--- src/rtl/vending_ctrl.sv ---
// Session sequencer for the micro-vending machine: goods selection, coin credit,
// change computation, idle timeout and the one-hot state shown by the display blocks.
module vending_ctrl #(
  parameter logic [24:0] CNT_MAX   = 25'd49_999_999,
  parameter logic [3:0]  TIMEOUT_S = 4'd10,
  parameter logic [3:0]  TEMP_S    = 4'd3
) (
  input  logic       sys_clk,
  input  logic       sys_rst_n,
  input  logic       btn_confirm,
  input  logic       btn_pay,
  input  logic       btn_cancel,
  input  logic [2:0] sw_goods,
  input  logic       coin_1,
  input  logic       coin_5,
  input  logic       coin_10,
  output logic [5:0] state,
  output logic [2:0] out_goods_high,
  output logic [2:0] out_goods_low,
  output logic [1:0] out_goods_num,
  output logic [7:0] paid,
  output logic [4:0] total,
  output logic [7:0] change,
  output logic       dispense
);

  typedef enum logic [5:0] {
    IDLE      = 6'h01,
    GOODS_ONE = 6'h02,
    GOODS_TWO = 6'h04,
    PAYMENT   = 6'h08,
    CHANGE    = 6'h10,
    TEMP      = 6'h20
  } state_t;

  state_t      state_q, state_n;
  logic [24:0] div_cnt;
  logic [3:0]  idle_cnt, idle_n;
  logic [3:0]  temp_cnt, temp_n;
  logic        refund_q, refund_n;
  logic [2:0]  high_n, low_n;
  logic [1:0]  num_n;
  logic [7:0]  paid_n, change_n, paid_new;
  logic [4:0]  total_n, coin_sum;
  logic        dispense_n, clr, tick, timeout, activity, abort;

  function automatic logic [7:0] sat_add8(input logic [7:0] a, input logic [4:0] b);
    logic [8:0] s;
    s = {1'b0, a} + {4'b0000, b};
    return s[8] ? 8'hFF : s[7:0];
  endfunction

  function automatic logic [4:0] price(input logic [2:0] code);
    return {2'b00, code} + 5'd1;
  endfunction

  assign tick     = (div_cnt == CNT_MAX);
  assign timeout  = (idle_cnt >= TIMEOUT_S);
  assign activity = btn_confirm | btn_pay | btn_cancel | coin_1 | coin_5 | coin_10;
  assign abort    = btn_cancel | timeout;
  assign coin_sum = (coin_1 ? 5'd1 : 5'd0) + (coin_5 ? 5'd5 : 5'd0) + (coin_10 ? 5'd10 : 5'd0);
  assign paid_new = sat_add8(paid, coin_sum);
  assign state    = state_q;

  always_comb begin
    state_n    = state_q;
    high_n     = out_goods_high;
    low_n      = out_goods_low;
    num_n      = out_goods_num;
    paid_n     = paid;
    total_n    = total;
    change_n   = change;
    refund_n   = refund_q;
    temp_n     = temp_cnt;
    idle_n     = idle_cnt;
    dispense_n = 1'b0;
    clr        = 1'b0;
    case (state_q)
      IDLE: if (btn_confirm) begin
        state_n = GOODS_ONE;
        clr     = 1'b1;
      end
      GOODS_ONE: if (abort) begin
        state_n = IDLE;
        clr     = 1'b1;
      end else if (btn_confirm) begin
        high_n  = sw_goods;
        num_n   = 2'd1;
        total_n = price(sw_goods);
        state_n = GOODS_TWO;
      end
      GOODS_TWO: if (abort) begin
        state_n = IDLE;
        clr     = 1'b1;
      end else if (btn_pay) begin
        state_n = PAYMENT;
      end else if (btn_confirm) begin
        low_n   = sw_goods;
        num_n   = 2'd2;
        total_n = total + price(sw_goods);
        state_n = PAYMENT;
      end
      PAYMENT: begin
        // An abort refunds everything credited, including coins landing this cycle.
        paid_n = paid_new;
        if (abort) begin
          change_n = paid_new;
          refund_n = 1'b1;
          state_n  = CHANGE;
        end else if (paid_new >= {3'b000, total}) begin
          change_n = paid_new - {3'b000, total};
          refund_n = 1'b0;
          state_n  = CHANGE;
        end
      end
      CHANGE: if (tick) begin
        state_n    = TEMP;
        temp_n     = 4'd0;
        dispense_n = ~refund_q;
      end
      TEMP: if (tick) begin
        if (temp_cnt == TEMP_S - 4'd1) state_n = IDLE;
        else                           temp_n  = temp_cnt + 4'd1;
      end
      default: begin
        state_n = IDLE;
        clr     = 1'b1;
      end
    endcase
    if (clr) begin
      high_n   = 3'd0;
      low_n    = 3'd0;
      num_n    = 2'd0;
      paid_n   = 8'd0;
      total_n  = 5'd0;
      change_n = 8'd0;
      refund_n = 1'b0;
    end
    // Idle counter saturates so a long stay in IDLE cannot wrap it.
    if (activity || (state_n != state_q)) idle_n = 4'd0;
    else if (tick && !timeout)            idle_n = idle_cnt + 4'd1;
  end

  always_ff @(posedge sys_clk or negedge sys_rst_n) begin
    if (!sys_rst_n) begin
      state_q        <= IDLE;
      div_cnt        <= '0;
      idle_cnt       <= '0;
      temp_cnt       <= '0;
      refund_q       <= 1'b0;
      out_goods_high <= '0;
      out_goods_low  <= '0;
      out_goods_num  <= '0;
      paid           <= '0;
      total          <= '0;
      change         <= '0;
      dispense       <= 1'b0;
    end else begin
      state_q        <= state_n;
      div_cnt        <= tick ? 25'd0 : div_cnt + 25'd1;
      idle_cnt       <= idle_n;
      temp_cnt       <= temp_n;
      refund_q       <= refund_n;
      out_goods_high <= high_n;
      out_goods_low  <= low_n;
      out_goods_num  <= num_n;
      paid           <= paid_n;
      total          <= total_n;
      change         <= change_n;
      dispense       <= dispense_n;
    end
  end

endmodule

--- config.mk ---
export PLATFORM = sky130hd
export DESIGN_NAME = vending_ctrl
export DESIGN_NICKNAME = d
export VERILOG_FILES = /design/src/rtl/vending_ctrl.sv
export SDC_FILE = /design/constraint.sdc
export NUM_CORES = 1
export LEC_CHECK = 0
export BUFFER_PORTS_ARGS = -buffer_cell sky130_fd_sc_hd__buf_2
export CAP_MARGIN = 20
export CORE_UTILIZATION = 40
export CTS_CLUSTER_DIAMETER = 50
export DETAILED_ROUTE_END_ITERATION = 12
export PLACE_DENSITY = 0.65
export SLEW_MARGIN = 30
export SYNTH_ARGS = -nofsm -noshare
export SYNTH_HDL_FRONTEND = slang
export SYNTH_SLANG_ARGS = --single-unit
--- constraint.sdc ---
create_clock -name sys_clk -period 6.1 [get_ports sys_clk]
set_input_delay 0.61 -clock sys_clk [delete_from_list [all_inputs] [get_ports sys_clk]]
set_output_delay 0.61 -clock sys_clk [all_outputs]
set_load 0.005 [all_outputs]
== After elaboration in Yosys (flattened, before gate mapping) ==
Cells that the tools add are included.

* Add/sub/neg operators: 9
* $lt $le $gt $ge: 2
* Eq/ne operators: 19
* Mux-type cells: 60
* Bitwise gates (word level): 7
* Reduce and logical (&&, ||, !) cells: 18

{| class="wikitable"
|+ Operator list
! kind !! number
|-
| $mux W6 || 11
|-
| $mux W8 || 7
|-
| $pmux W6 S6 || 1
|-
| $mux W5 || 6
|-
| $mux W3 || 9
|-
| $add A25 B1 Y25 const B || 1
|-
| $eq A25 B24 Y1 const B || 1
|-
| $mux W25 || 1
|-
| $mux W4 || 6
|-
| $ne A3 B3 Y1 const B || 5
|-
| $mux W2 || 6
|-
| $reduce_bool A2 Y1 || 6
|-
| $pmux W5 S2 || 1
|-
| $add A8 B5 Y9 || 1
|-
| $mux W1 || 9
|-
| $add A4 B1 Y4 const B || 2
|-
| $ge A8 B5 Y1 || 1
|-
| $ne A2 B2 Y1 const B || 4
|-
| $pmux W4 S2 || 1
|-
| $reduce_and A4 Y1 || 2
|-
| $sub A8 B5 Y8 || 1
|-
| $eq A6 B1 Y1 const B || 1
|-
| $eq A6 B2 Y1 const B || 1
|-
| $eq A6 B3 Y1 const B || 1
|-
| 24 further kinds || 30
|}

* Register bits after elaboration: 70
* Output and inout port bits: 36
* Logic and storage cells: 127

== Longest topological paths before layout ==
Gate-level depths: netlist (run 1).

* Depth after elaboration: 12
* Mapped depth: 16

== Worst setup path before layout (run 1) ==
Ideal clock, no wire load.

* Path kind: input port to flip-flop
* From: input coin_1
* To: register change[2]
* Library setup time: 0.126 ns
* Arrival time: 4.022 ns
* Required time: 5.974 ns
* Slack: 1.952 ns
* Stages on the path: 16
* Buffers on the path: 0
* Cell sequence: fa_1 -> inv_1 -> fa_1 -> nand2b_1 -> a211oi_1 -> nor2b_1 -> nor2_1 -> ha_1 -> fa_1 -> nand2b_1 -> a21oi_1 -> o21ai_0 -> o211ai_1 -> o21ai_4 -> nor2b_2 -> a221o_1

* Cells in the longest elaborated chain, start to end: 10

{| class="wikitable"
|+ Ends and longest elaborated chain
! what !! line !! text
|-
| from (decl) || 14 || <nowiki>input logic coin_1,</nowiki>
|-
| $mux W1 (*) || 61 || <nowiki>assign coin_sum = (coin_1 ? 5'd1 : 5'd0) + (coin_5 ? 5'd5 : 5'd0) + (coin_10 ? 5'd10 : 5'd0);</nowiki>
|-
| $add A1 B3 Y4 (*) || 61 ||
|-
| $add A4 B4 Y5 (*) || 61 ||
|-
| $add A8 B5 Y9 (*) || 49 || <nowiki>s = {1'b0, a} + {4'b0000, b};</nowiki>
|-
| $mux W8 (*) || 50 || <nowiki>return s[8] ? 8'hFF : s[7:0];</nowiki>
|-
| $sub A8 B5 Y8 || 111 || <nowiki>change_n = paid_new - {3'b000, total};</nowiki>
|-
| $mux W8 || 110 || <nowiki>end else if (paid_new >= {3'b000, total}) begin</nowiki>
|-
| $mux W8 || 106 || <nowiki>if (abort) begin</nowiki>
|-
| $mux W8 || 78 || <nowiki>case (state_q)</nowiki>
|-
| $mux W8 || 130 || <nowiki>if (clr) begin</nowiki>
|-
| to (signal assigned) || 169 || <nowiki>change <= change_n;</nowiki>
|-
| to (decl) || 23 || <nowiki>output logic [7:0] change,</nowiki>
|}

Every way passes the cells marked *; elsewhere a longest branch is shown, timed or not. The select of a mux whose other input is x is not followed.
A chain may end at the register's enable or synchronous reset.

== Final worst setup path (run 1) ==
* From: register paid[0]
* To: register change[2]

* Cells in the longest elaborated chain, start to end: 7

{| class="wikitable"
|+ Ends and longest elaborated chain
! what !! line !! text
|-
| from (decl) || 21 || <nowiki>output logic [7:0] paid,</nowiki>
|-
| from (signal assigned) || 167 || <nowiki>paid <= paid_n;</nowiki>
|-
| $add A8 B5 Y9 (*) || 49 ||
|-
| $mux W8 (*) || 50 ||
|-
| $sub A8 B5 Y8 || 111 ||
|-
| $mux W8 || 110 ||
|-
| $mux W8 || 106 ||
|-
| $mux W8 || 78 ||
|-
| $mux W8 || 130 ||
|}

Marked as above.

==> impl_results.rst, run 1 <==
.. list-table::
   :header-rows: 1

   * - Metric
     - Value
   * - Clock insertion delay at the later pin of the skew report
     - 360 ps
   * - Cell taking the most area after synthesis
     - dfrtp_1
   * - Standard cell with the maximum stage delay on the critical path
     - a211oi_1
   * - Fraction of met1 tracks used by global routing
     - 24.4%
   * - Rows
     - 37
   * - Largest delay share family, worst path
     - compound AO/OA/AOI/OAI gates
   * - Avg Inst Size Synth
     - 9.60 um^2
   * - Power Internal
     - 0.000828 W
   * - Category of the worst setup path capture point
     - flop
   * - Transition at the pin with the smallest max-transition slack
     - 883 ps
   * - Cell at the root of the clock tree
     - clkbuf_8
   * - Cells after synthesis
     - 447
   * - Clock Tree Buf Depth
     - 2
   * - Type of the worst min-delay path
     - in2async
   * - Clk pin slew, worst setup/hold paths
     - 80 ps
   * - Relative max-transition margin
     - 40.8%
   * - Post-synth design cell area
     - 0.00429 mm^2
   * - Run status
     - finished, final reports clean
   * - Detailed Route Iter0 Violations
     - 187
   * - Worst path cell trace
     - fa_1, inv_1, fa_1, nand2b_1, a211oi_1, nor2b_1, nor2_1, ha_1, fa_1, nand2b_1, a21oi_1, o21ai_0, o211ai_1, o21ai_4, nor2b_2, a221o_1
   * - Top-level I/O count
     - 47
   * - Final net count
     - 528
   * - Highest achievable clock rate
     - 222 MHz
   * - Portion of total power attributed to combinational logic
     - 30.5%
   * - Post-CTS repair timing setup buffer count
     - 0
   * - Global-route wire length before repair
     - 16900 um
   * - Wire length after detailed routing
     - 9950 um
   * - Switching power
     - 0.000438 W
   * - Worst-path maximum fanout
     - 7
   * - Vias after detailed routing
     - 3437
   * - Area of the multi-input gates
     - 0.00235 mm^2
   * - Via count of the first global-routing pass
     - 3463
   * - Layout cells sized above 1
     - 18.4%
   * - Area of all placed cells without fillers
     - 0.00480 mm^2
   * - Worst Path Arrival
     - 4750 ps
   * - Worst Setup Slack post-DPL
     - 1350 ps
   * - DIE HEIGHT
     - 106 um
   * - Number of unique standard cell types used by synthesis
     - 71
   * - Clock sink count
     - 70
   * - Largest cells by area after synthesis
     - dfrtp_1 (40%), nor2_1 (5.9%), ha_1 (5.3%)
   * - Most used standard cells in the synthesized netlist
     - dfrtp_1 (69), nor2_1 (67), nand2_1 (37)
   * - Met3 layer usage reported by global route
     - 4.08%
   * - PD cells
     - 264 mW/mm^2
   * - WP buf/inv
     - 1
   * - Placed wire-length estimate after detailed placement
     - 7140 um
   * - Clock power share
     - 28.0%
   * - Antenna diode count
     - 0
   * - Min Clock Period, post-route
     - 4510 ps
   * - Number of enable-type register cells in the synthesized netlist
     - 0
   * - Dominant synthesized flop cell
     - dfrtp_1
   * - Port-buffer cells
     - 46
   * - Type of origin of the critical path
     - flop
   * - Top cell type's share of synthesized area
     - 40.3%
   * - Critical path type
     - reg2reg
   * - Global-route usage over all layers
     - 19.2%
   * - Cts repair resizes
     - 0
   * - Slew Viols, Final
     - 0
   * - Highest ir drop seen on vdd
     - 141 uV
   * - Required time worst endpoint
     - 6340 ps
   * - Total placed instance area
     - 0.00462 mm^2
   * - Antenna viol nets, final
     - 0
   * - Layout Area Growth over Synthesis
     - 12.0%
   * - Synthesis warning total
     - 0
   * - Worst hold margin
     - 356 ps
   * - FF+latch count, synth
     - 70
   * - Die area
     - 0.0111 mm^2
   * - Hold violation count in the final report
     - 0
   * - Final WS setup
     - 1590 ps
   * - Area of the core
     - 0.0104 mm^2
   * - Filler Cell Count
     - 1008
   * - Layer with the highest usage
     - met2
   * - Syn nets
     - 480
   * - Static leakage power
     - 2.27 nW
   * - Top cell by count, worst path
     - fa_1
   * - Max cap viols
     - 0
   * - Setup Total Neg Slack
     - 0 ps
   * - Sequential area share after synthesis
     - 40.9%
   * - Switching portion of total power
     - 34.6%
   * - CP max stage delay
     - 500 ps
   * - Area taken by flip-flops and latches
     - 0.00175 mm^2
   * - Routed vias/inst
     - 5.40
   * - Starting utilization of the core area
     - 41.4%
   * - Final routed wire length divided by cell count
     - 15.6 um
   * - Met2 Usage GRT
     - 31.7%
   * - DRC violations left
     - 0
   * - Worst Skew
     - 15.4 ps
   * - Setup violation total in the final timing report
     - 0
   * - Die boundary width
     - 106 um
   * - Gr ovfl total
     - 0
   * - Hold_buf cts
     - 0
   * - Clock tree from TritonCTS
     - done
   * - Most common cell in the netlist
     - dfrtp_1
   * - Largest net degree at the start of global routing
     - 71
   * - Weighted congestion at the end of routability-driven global placement
     - 0.890
   * - Number of antenna violations at the first check in global routing
     - 0
   * - RSZ-0062 raised after global routing
     - false
   * - Finished Core Util
     - 46.3%
   * - H-Tree Level Count
     - 3
   * - CTS Buf Count
     - 9
   * - Final worst-path cycle share
     - 74.0%
   * - First-pass DRT Iterations
     - 6
   * - Sequential share of power
     - 41.5%
   * - Post-synth ARST share
     - 100%
[final timing paths]
check                          start  slack [ps]           to  cells after the start
min reg2reg                 refund_q         430     dispense                      1
max in group asynchronous  sys_rst_n        5290   div_cnt[5]                      2
max                          paid[0]        1590    change[2]                     16
min                        sys_rst_n         360  div_cnt[22]                      2
min in group sys_clk        refund_q         430     dispense                      1
max reg2reg                  paid[0]        1590    change[2]                     16
[flip-flops by register name, summed over array words and instances, names as in the netlist]
name and count:
refund_q 1, state 6, idle_cnt 4, out_goods_low 3, out_goods_num 2, div_cnt 25, temp_cnt 4, change 8
dispense 1, out_goods_high 3, paid 8, total 5
[per-stage QoR]
stage,cells,power (W)
after global routing,636,0.00134
after CTS,636,0.00128
after global placement,620,0.000911
final,636,0.00127
after floorplan,447,0.000821
after detailed placement,620,0.000918
[area by class of cell]
class	instances	share of cell area (%)
Multi-Input combinational cell	341	49.0
Sequential cell	70	36.5
Timing Repair Buffer	48	5.18
Clock buffer	15	3.67
Tap cell	136	3.54
Inverter	25	1.95
Clock inverter	1	0.104
[worst register-to-register path, cell delays in order, from the launching register on]
cell and delay [ps]:
dfrtp_1 400, fa_1 240, inv_1 70, fa_1 370
nand2b_1 210, a211oi_1 500, nor2b_1 250, nor2_1 100
ha_1 220, fa_1 410, nand2b_1 170, a21oi_1 220
o21ai_0 170, o211ai_1 250, o21ai_4 160, nor2b_2 270
a221o_1 380
[logic make-up (layout without fill, tap and decap cells)]
kind of cell | Yosys count | in the layout | share of synthesized area [%]
simple gates | 190 | 190 | 23.8
flops | 70 | 70 | 40.9
fa+ha+maj | 22 | 22 | 7.12
buf+inv | 36 | 89 | 4.23
mux | 11 | 11 | 2.92
xor+xnor | 33 | 33 | 6.74
compound gates | 85 | 85 | 14.3
[cell usage in the layout (no fill, tap or decap), drive strengths merged, types with 5 or more instances in the layout]
cell    netlist  layout
dfrtp        69      69
nor2         69      69
buf           9      48
nand2        39      39
inv          25      25
xor2         22      22
a21oi        21      21
ha           18      18
o21ai        18      18
clkbuf        2      15
nand3        13      13
nor2b        12      12
xnor2        11      11
nor3         10      10
a211oi        9       9
mux2i         8       8
nand2b        7       7
and3          7       7
or3           7       7
a21o          5       5
o211ai        5       5
[layer usage]
metal	routed length, um	vias up	share of wire [%]
met5	0	-	0
met4	200	0	2.0
met1	4620	1677	46
met2	4750	80	48
li1	-	1662	-
met3	381	18	3.8
[power groups by stage]
stage                     clock network, W  registers [W]  logic, W
after floorplan                          0       0.000515  0.000307
after global placement                   0       0.000532  0.000379
after detailed placement                 0       0.000533  0.000386
after CTS                         0.000367       0.000524  0.000389
after global routing              0.000382       0.000527  0.000428
final                             0.000355       0.000525  0.000386
(Power assumes the default switching activity.)
==> run 2: changes to the inputs <==
Settings changed: ABC_AREA set to 1, PLACE_DENSITY 0.65 to 0.67.
Clock period 6.1 ns to 3.8 ns, I/O delays scaled along.
==> run 2 against run 1 <==
  * Sequential share of layout area down 1.7 points
  * Sequential power grew 71%
  * Die area up 2.5%
  * Hold slack gained 1.3 ps
  * Routed wire length rose by 5.0%
  * Largest cell class unchanged
  * Non-clock buffer count is 5 higher
==> impl_results.rst, run 2 <==
.. list-table::
   :header-rows: 1

   * - Metric
     - Value
   * - Run status
     - finished, final reports clean (unchanged)
   * - Top cell type's share of synthesized area
     - 39.3% (was 40.3%)
   * - Most common cell in the netlist
     - nand2_1 (was dfrtp_1)
   * - Post-synth design cell area
     - 0.00440 mm^2 (was 0.00429 mm^2)
   * - DIE HEIGHT
     - 107 um (was 106 um)
   * - Most used standard cells in the synthesized netlist
     - nand2_1 (118), inv_1 (95), nor2_1 (73) (was dfrtp_1 (69), nor2_1 (67), nand2_1 (37))
   * - Clk pin slew, worst setup/hold paths
     - 70 ps (was 80 ps)
   * - Wire length after detailed routing
     - 10400 um (was 9950 um)
   * - Global-route wire length before repair
     - 17900 um (was 16900 um)
   * - Largest cells by area after synthesis
     - dfrtp_1 (39%), nand2_1 (10%), inv_1 (8.1%) (was dfrtp_1 (40%), nor2_1 (5.9%), ha_1 (5.3%))
   * - CTS Buf Count
     - 9 (unchanged)
   * - Final worst-path cycle share
     - 90.6% (was 74.0%)
   * - Number of flip-flops in the largest register
     - 25 (unchanged)
   * - Setup Total Neg Slack
     - 0 ps (unchanged)
   * - Relative max-transition margin
     - 55.9% (was 40.8%)
   * - Worst path cell trace
     - fa_1, inv_1, fa_1, inv_1, nand2_1, nand2_1, nand2_2, inv_1, a21oi_2, inv_1, ha_1, nand2_1, nor2_1, nor2_1, nor2_1, nor2_1, nand2_1, nor2_1, nand3_1, nand2_2, nand3_1, nor2_1, nand2_1, nor2_1 (was fa_1, inv_1, fa_1, nand2b_1, a211oi_1, nor2b_1, nor2_1, ha_1, fa_1, nand2b_1, a21oi_1, o21ai_0, o211ai_1, o21ai_4, nor2b_2, a221o_1)
   * - Portion of total power attributed to combinational logic
     - 35.0% (was 30.5%)
   * - H-Tree Level Count
     - 3 (unchanged)
   * - RSZ-0062 raised after global routing
     - false (unchanged)
   * - Fraction of met1 tracks used by global routing
     - 26.2% (was 24.4%)
   * - Post-synth ARST share
     - 100% (unchanged)
   * - Layout cells sized above 1
     - 16.1% (was 18.4%)
   * - Detailed Route Iter0 Violations
     - 196 (was 187)
   * - Finished Core Util
     - 47.9% (was 46.3%)
   * - Switching portion of total power
     - 38.8% (was 34.6%)
   * - Antenna diode count
     - 0 (unchanged)
   * - Syn nets
     - 609 (was 480)
   * - Port-buffer cells
     - 46 (unchanged)
   * - Number of antenna violations at the first check in global routing
     - 0 (unchanged)
   * - Cells on worst reg2reg path
     - 24 (was 16)
   * - Rows
     - 37 (unchanged)
   * - Die area
     - 0.0114 mm^2 (was 0.0111 mm^2)
   * - Largest delay share family, worst path
     - simple AND/OR/NAND/NOR gates (was compound AO/OA/AOI/OAI gates)
   * - FF+latch count, synth
     - 70 (unchanged)
   * - Total stage count of the critical path
     - 24 (was 16)
   * - Clock sink count
     - 70 (unchanged)
   * - Highest ir drop seen on vdd
     - 281 uV (was 141 uV)
   * - Hold depth
     - 3
   * - Avg Inst Size Synth
     - 7.63 um^2 (was 9.60 um^2)
   * - Most common library cell in the layout ignoring fill and taps
     - nand2_1 (was dfrtp_1)
   * - Synthesis warning total
     - 0 (unchanged)
   * - Dominant synthesized flop cell
     - dfrtp_1 (unchanged)
   * - PD cells
     - 466 mW/mm^2 (was 264 mW/mm^2)
   * - Antenna viol nets, final
     - 0 (unchanged)
   * - Transition at the pin with the smallest max-transition slack
     - 661 ps (was 883 ps)
   * - Highest achievable clock rate
     - 290 MHz (was 222 MHz)
   * - Max cap viols
     - 0 (unchanged)
   * - Clock insertion delay at the later pin of the skew report
     - 360 ps (about the same)
   * - Cell at the root of the clock tree
     - clkbuf_8 (unchanged)
   * - Layout Area Growth over Synthesis
     - 14.5% (was 12.0%)
   * - Filler Cell Count
     - 1030 (was 1008)
   * - Top flop regs
     - div_cnt x25, change x8, paid x8 (unchanged)
   * - Final net count
     - 669 (was 528)
   * - Setup violation total in the final timing report
     - 0 (unchanged)
   * - First-pass DRT Iterations
     - 4 (was 6)
   * - Top-level I/O count
     - 47 (unchanged)
   * - Category of the worst setup path capture point
     - flop (unchanged)
   * - Vias after detailed routing
     - 3886 (was 3437)
   * - Worst Path Arrival
     - 3730 ps (was 4750 ps)
   * - Area of the core
     - 0.0105 mm^2 (was 0.0104 mm^2)
   * - Die boundary width
     - 107 um (was 106 um)
   * - Worst-path maximum fanout
     - 6 (was 7)
   * - CP max stage delay
     - 410 ps (was 500 ps)
   * - Weighted congestion at the end of routability-driven global placement
     - 0.898 (was 0.890)
   * - Clock Tree Buf Depth
     - 2 (unchanged)
   * - Global-route usage over all layers
     - 20.0% (was 19.2%)
   * - Switching power
     - 0.000911 W (was 0.000438 W)
   * - WP buf/inv
     - 4 (was 1)
   * - Type of the worst min-delay path
     - in2reg (was in2async)
   * - Static leakage power
     - 2.61 nW (was 2.27 nW)
   * - Final routed wire length divided by cell count
     - 13.4 um (was 15.6 um)
   * - Sequential share of power
     - 38.2% (was 41.5%)
   * - Clock tree from TritonCTS
     - done (unchanged)
   * - Starting utilization of the core area
     - 41.8% (was 41.4%)
   * - Commonest cells after routing, fill and taps aside
     - nand2_1 (117), inv_1 (95), nor2_1 (73) (was dfrtp_1 (69), nor2_1 (67), buf_2 (46))
   * - Via count of the first global-routing pass
     - 3789 (was 3463)
   * - Worst Skew
     - 8.66 ps (was 15.4 ps)
   * - DRC violations left
     - 0 (unchanged)
   * - Largest reg by FF count
     - div_cnt (unchanged)
   * - Met2 Usage GRT
     - 31.9% (was 31.7%)
   * - Number of enable-type register cells in the synthesized netlist
     - 0 (unchanged)
   * - Top cell by count, worst path
     - nor2_1 (was fa_1)
   * - Largest net degree at the start of global routing
     - 34 (was 71)
   * - Placed wire-length estimate after detailed placement
     - 8200 um (was 7140 um)
   * - Power Internal
     - 0.00144 W (was 0.000828 W)
   * - Required time worst endpoint
     - 4090 ps (was 6340 ps)
   * - Standard cell with the maximum stage delay on the critical path
     - dfrtp_1 (was a211oi_1)
   * - Type of origin of the critical path
     - flop (unchanged)
   * - Gr ovfl total
     - 0 (unchanged)
   * - Routed vias/inst
     - 5.00 (was 5.40)
   * - Clock power share
     - 26.8% (was 28.0%)
   * - Critical path type
     - reg2reg (unchanged)
   * - Hold violation count in the final report
     - 0 (unchanged)
   * - Sequential area share after synthesis
     - 39.9% (was 40.9%)
   * - Cell taking the most area after synthesis
     - dfrtp_1 (unchanged)
   * - Cells after synthesis
     - 576 (was 447)
   * - Layer with the highest usage
     - met2 (unchanged)
   * - Number of unique standard cell types used by synthesis
     - 44 (was 71)
   * - Min Clock Period, post-route
     - 3440 ps (was 4510 ps)
   * - Slew Viols, Final
     - 0 (unchanged)
   * - Met3 layer usage reported by global route
     - 4.56% (was 4.08%)
-- run 2: routing by layer --
metal / up-vias / wire, um
met1: 1795 / 4980
met2: 86 / 4820
met3: 24 / 415
li1: 1981 / -
met4: 0 / 227
met5: - / 0
-- run 2: repair_timing --
| item | 4_1_cts | 5_1_grt |
|---|---|---|
| hold endpoints to repair | 14 | 0 |
| endpoints found under the setup margin | 0 | 13 |
| resized for setup | 0 | 4 |
| buffers inserted | 0 | 2 |
| hold buffers | 1 | 0 |
-- run 2: cells by family (layout without fill, tap and decap cells) --
| group | after synthesis | in the layout | share of synthesized area (%) |
|---|---|---|---|
| fa+ha+maj | 22 | 22 | 6.94 |
| buf+inv | 101 | 166 | 9.08 |
| xor+xnor | 17 | 17 | 3.39 |
| flops | 70 | 70 | 39.9 |
| simple gates | 286 | 286 | 29.5 |
| compound gates | 77 | 77 | 10.4 |
| mux | 3 | 3 | 0.768 |
-- run 2: stage by stage --
step | setup WS, ps | cell area [um^2] | hold WS (ps) | power [W] | cells
2_1_floorplan | 639 | 4400 | 84.4 | 0.00151 | 576
3_3_place_gp | 270 | 4790 | 315 | 0.00172 | 758
3_5_place_dp | 123 | 4790 | 321 | 0.00173 | 758
4_1_cts | 275 | 5010 | 334 | 0.00237 | 775
5_1_grt | 15.6 | 5040 | 389 | 0.00251 | 777
6_report | 356 | 5040 | 357 | 0.00235 | 777
-- run 2: final cells by class --
type / count / area [um^2] / area share [%]
clock buffer: 9 / 124 / 2.46
clock inverter: 7 / 82.6 / 1.64
inverter: 97 / 367 / 7.28
multi-input combinational: 405 / 2250 / 44.8
sequential: 70 / 1750 / 34.8
tap: 136 / 170 / 3.38
timing repair buffer: 53 / 285 / 5.66
-- run 2: worst register-to-register path, cell delays in order, from the launching register on --
cell and delay [ps]:
dfrtp_1 410, fa_1 390, inv_1 90, fa_1 190
inv_1 70, nand2_1 60, nand2_1 100, nand2_2 110
inv_1 90, a21oi_2 180, inv_1 70, ha_1 340
nand2_1 90, nor2_1 40, nor2_1 130, nor2_1 70
nor2_1 90, nand2_1 60, nor2_1 130, nand3_1 110
nand2_2 140, nand3_1 90, nor2_1 110, nand2_1 100
nor2_1 110
-- run 2: worst paths after layout --
check	from	endpoint	slack, ps
setup / recovery	paid[0]	idle_cnt[1]	360
hold / removal	btn_confirm	state[2]	360
setup reg to reg	paid[0]	idle_cnt[1]	360
hold reg to reg	refund_q	dispense	440
max in group asynchronous	sys_rst_n	state[0]	2550
min in group asynchronous	sys_rst_n	dispense	470
-- run 2: power groups by stage --
stage / clock network [W] / registers [W] / logic [W]
2_1_floorplan: 0 / 0.000902 / 0.000611
4_1_cts: 0.000647 / 0.000900 / 0.000819
3_3_place_gp: 0 / 0.000912 / 0.000803
5_1_grt: 0.000679 / 0.000909 / 0.000927
3_5_place_dp: 0 / 0.000913 / 0.000814
6_report: 0.000630 / 0.000898 / 0.000821
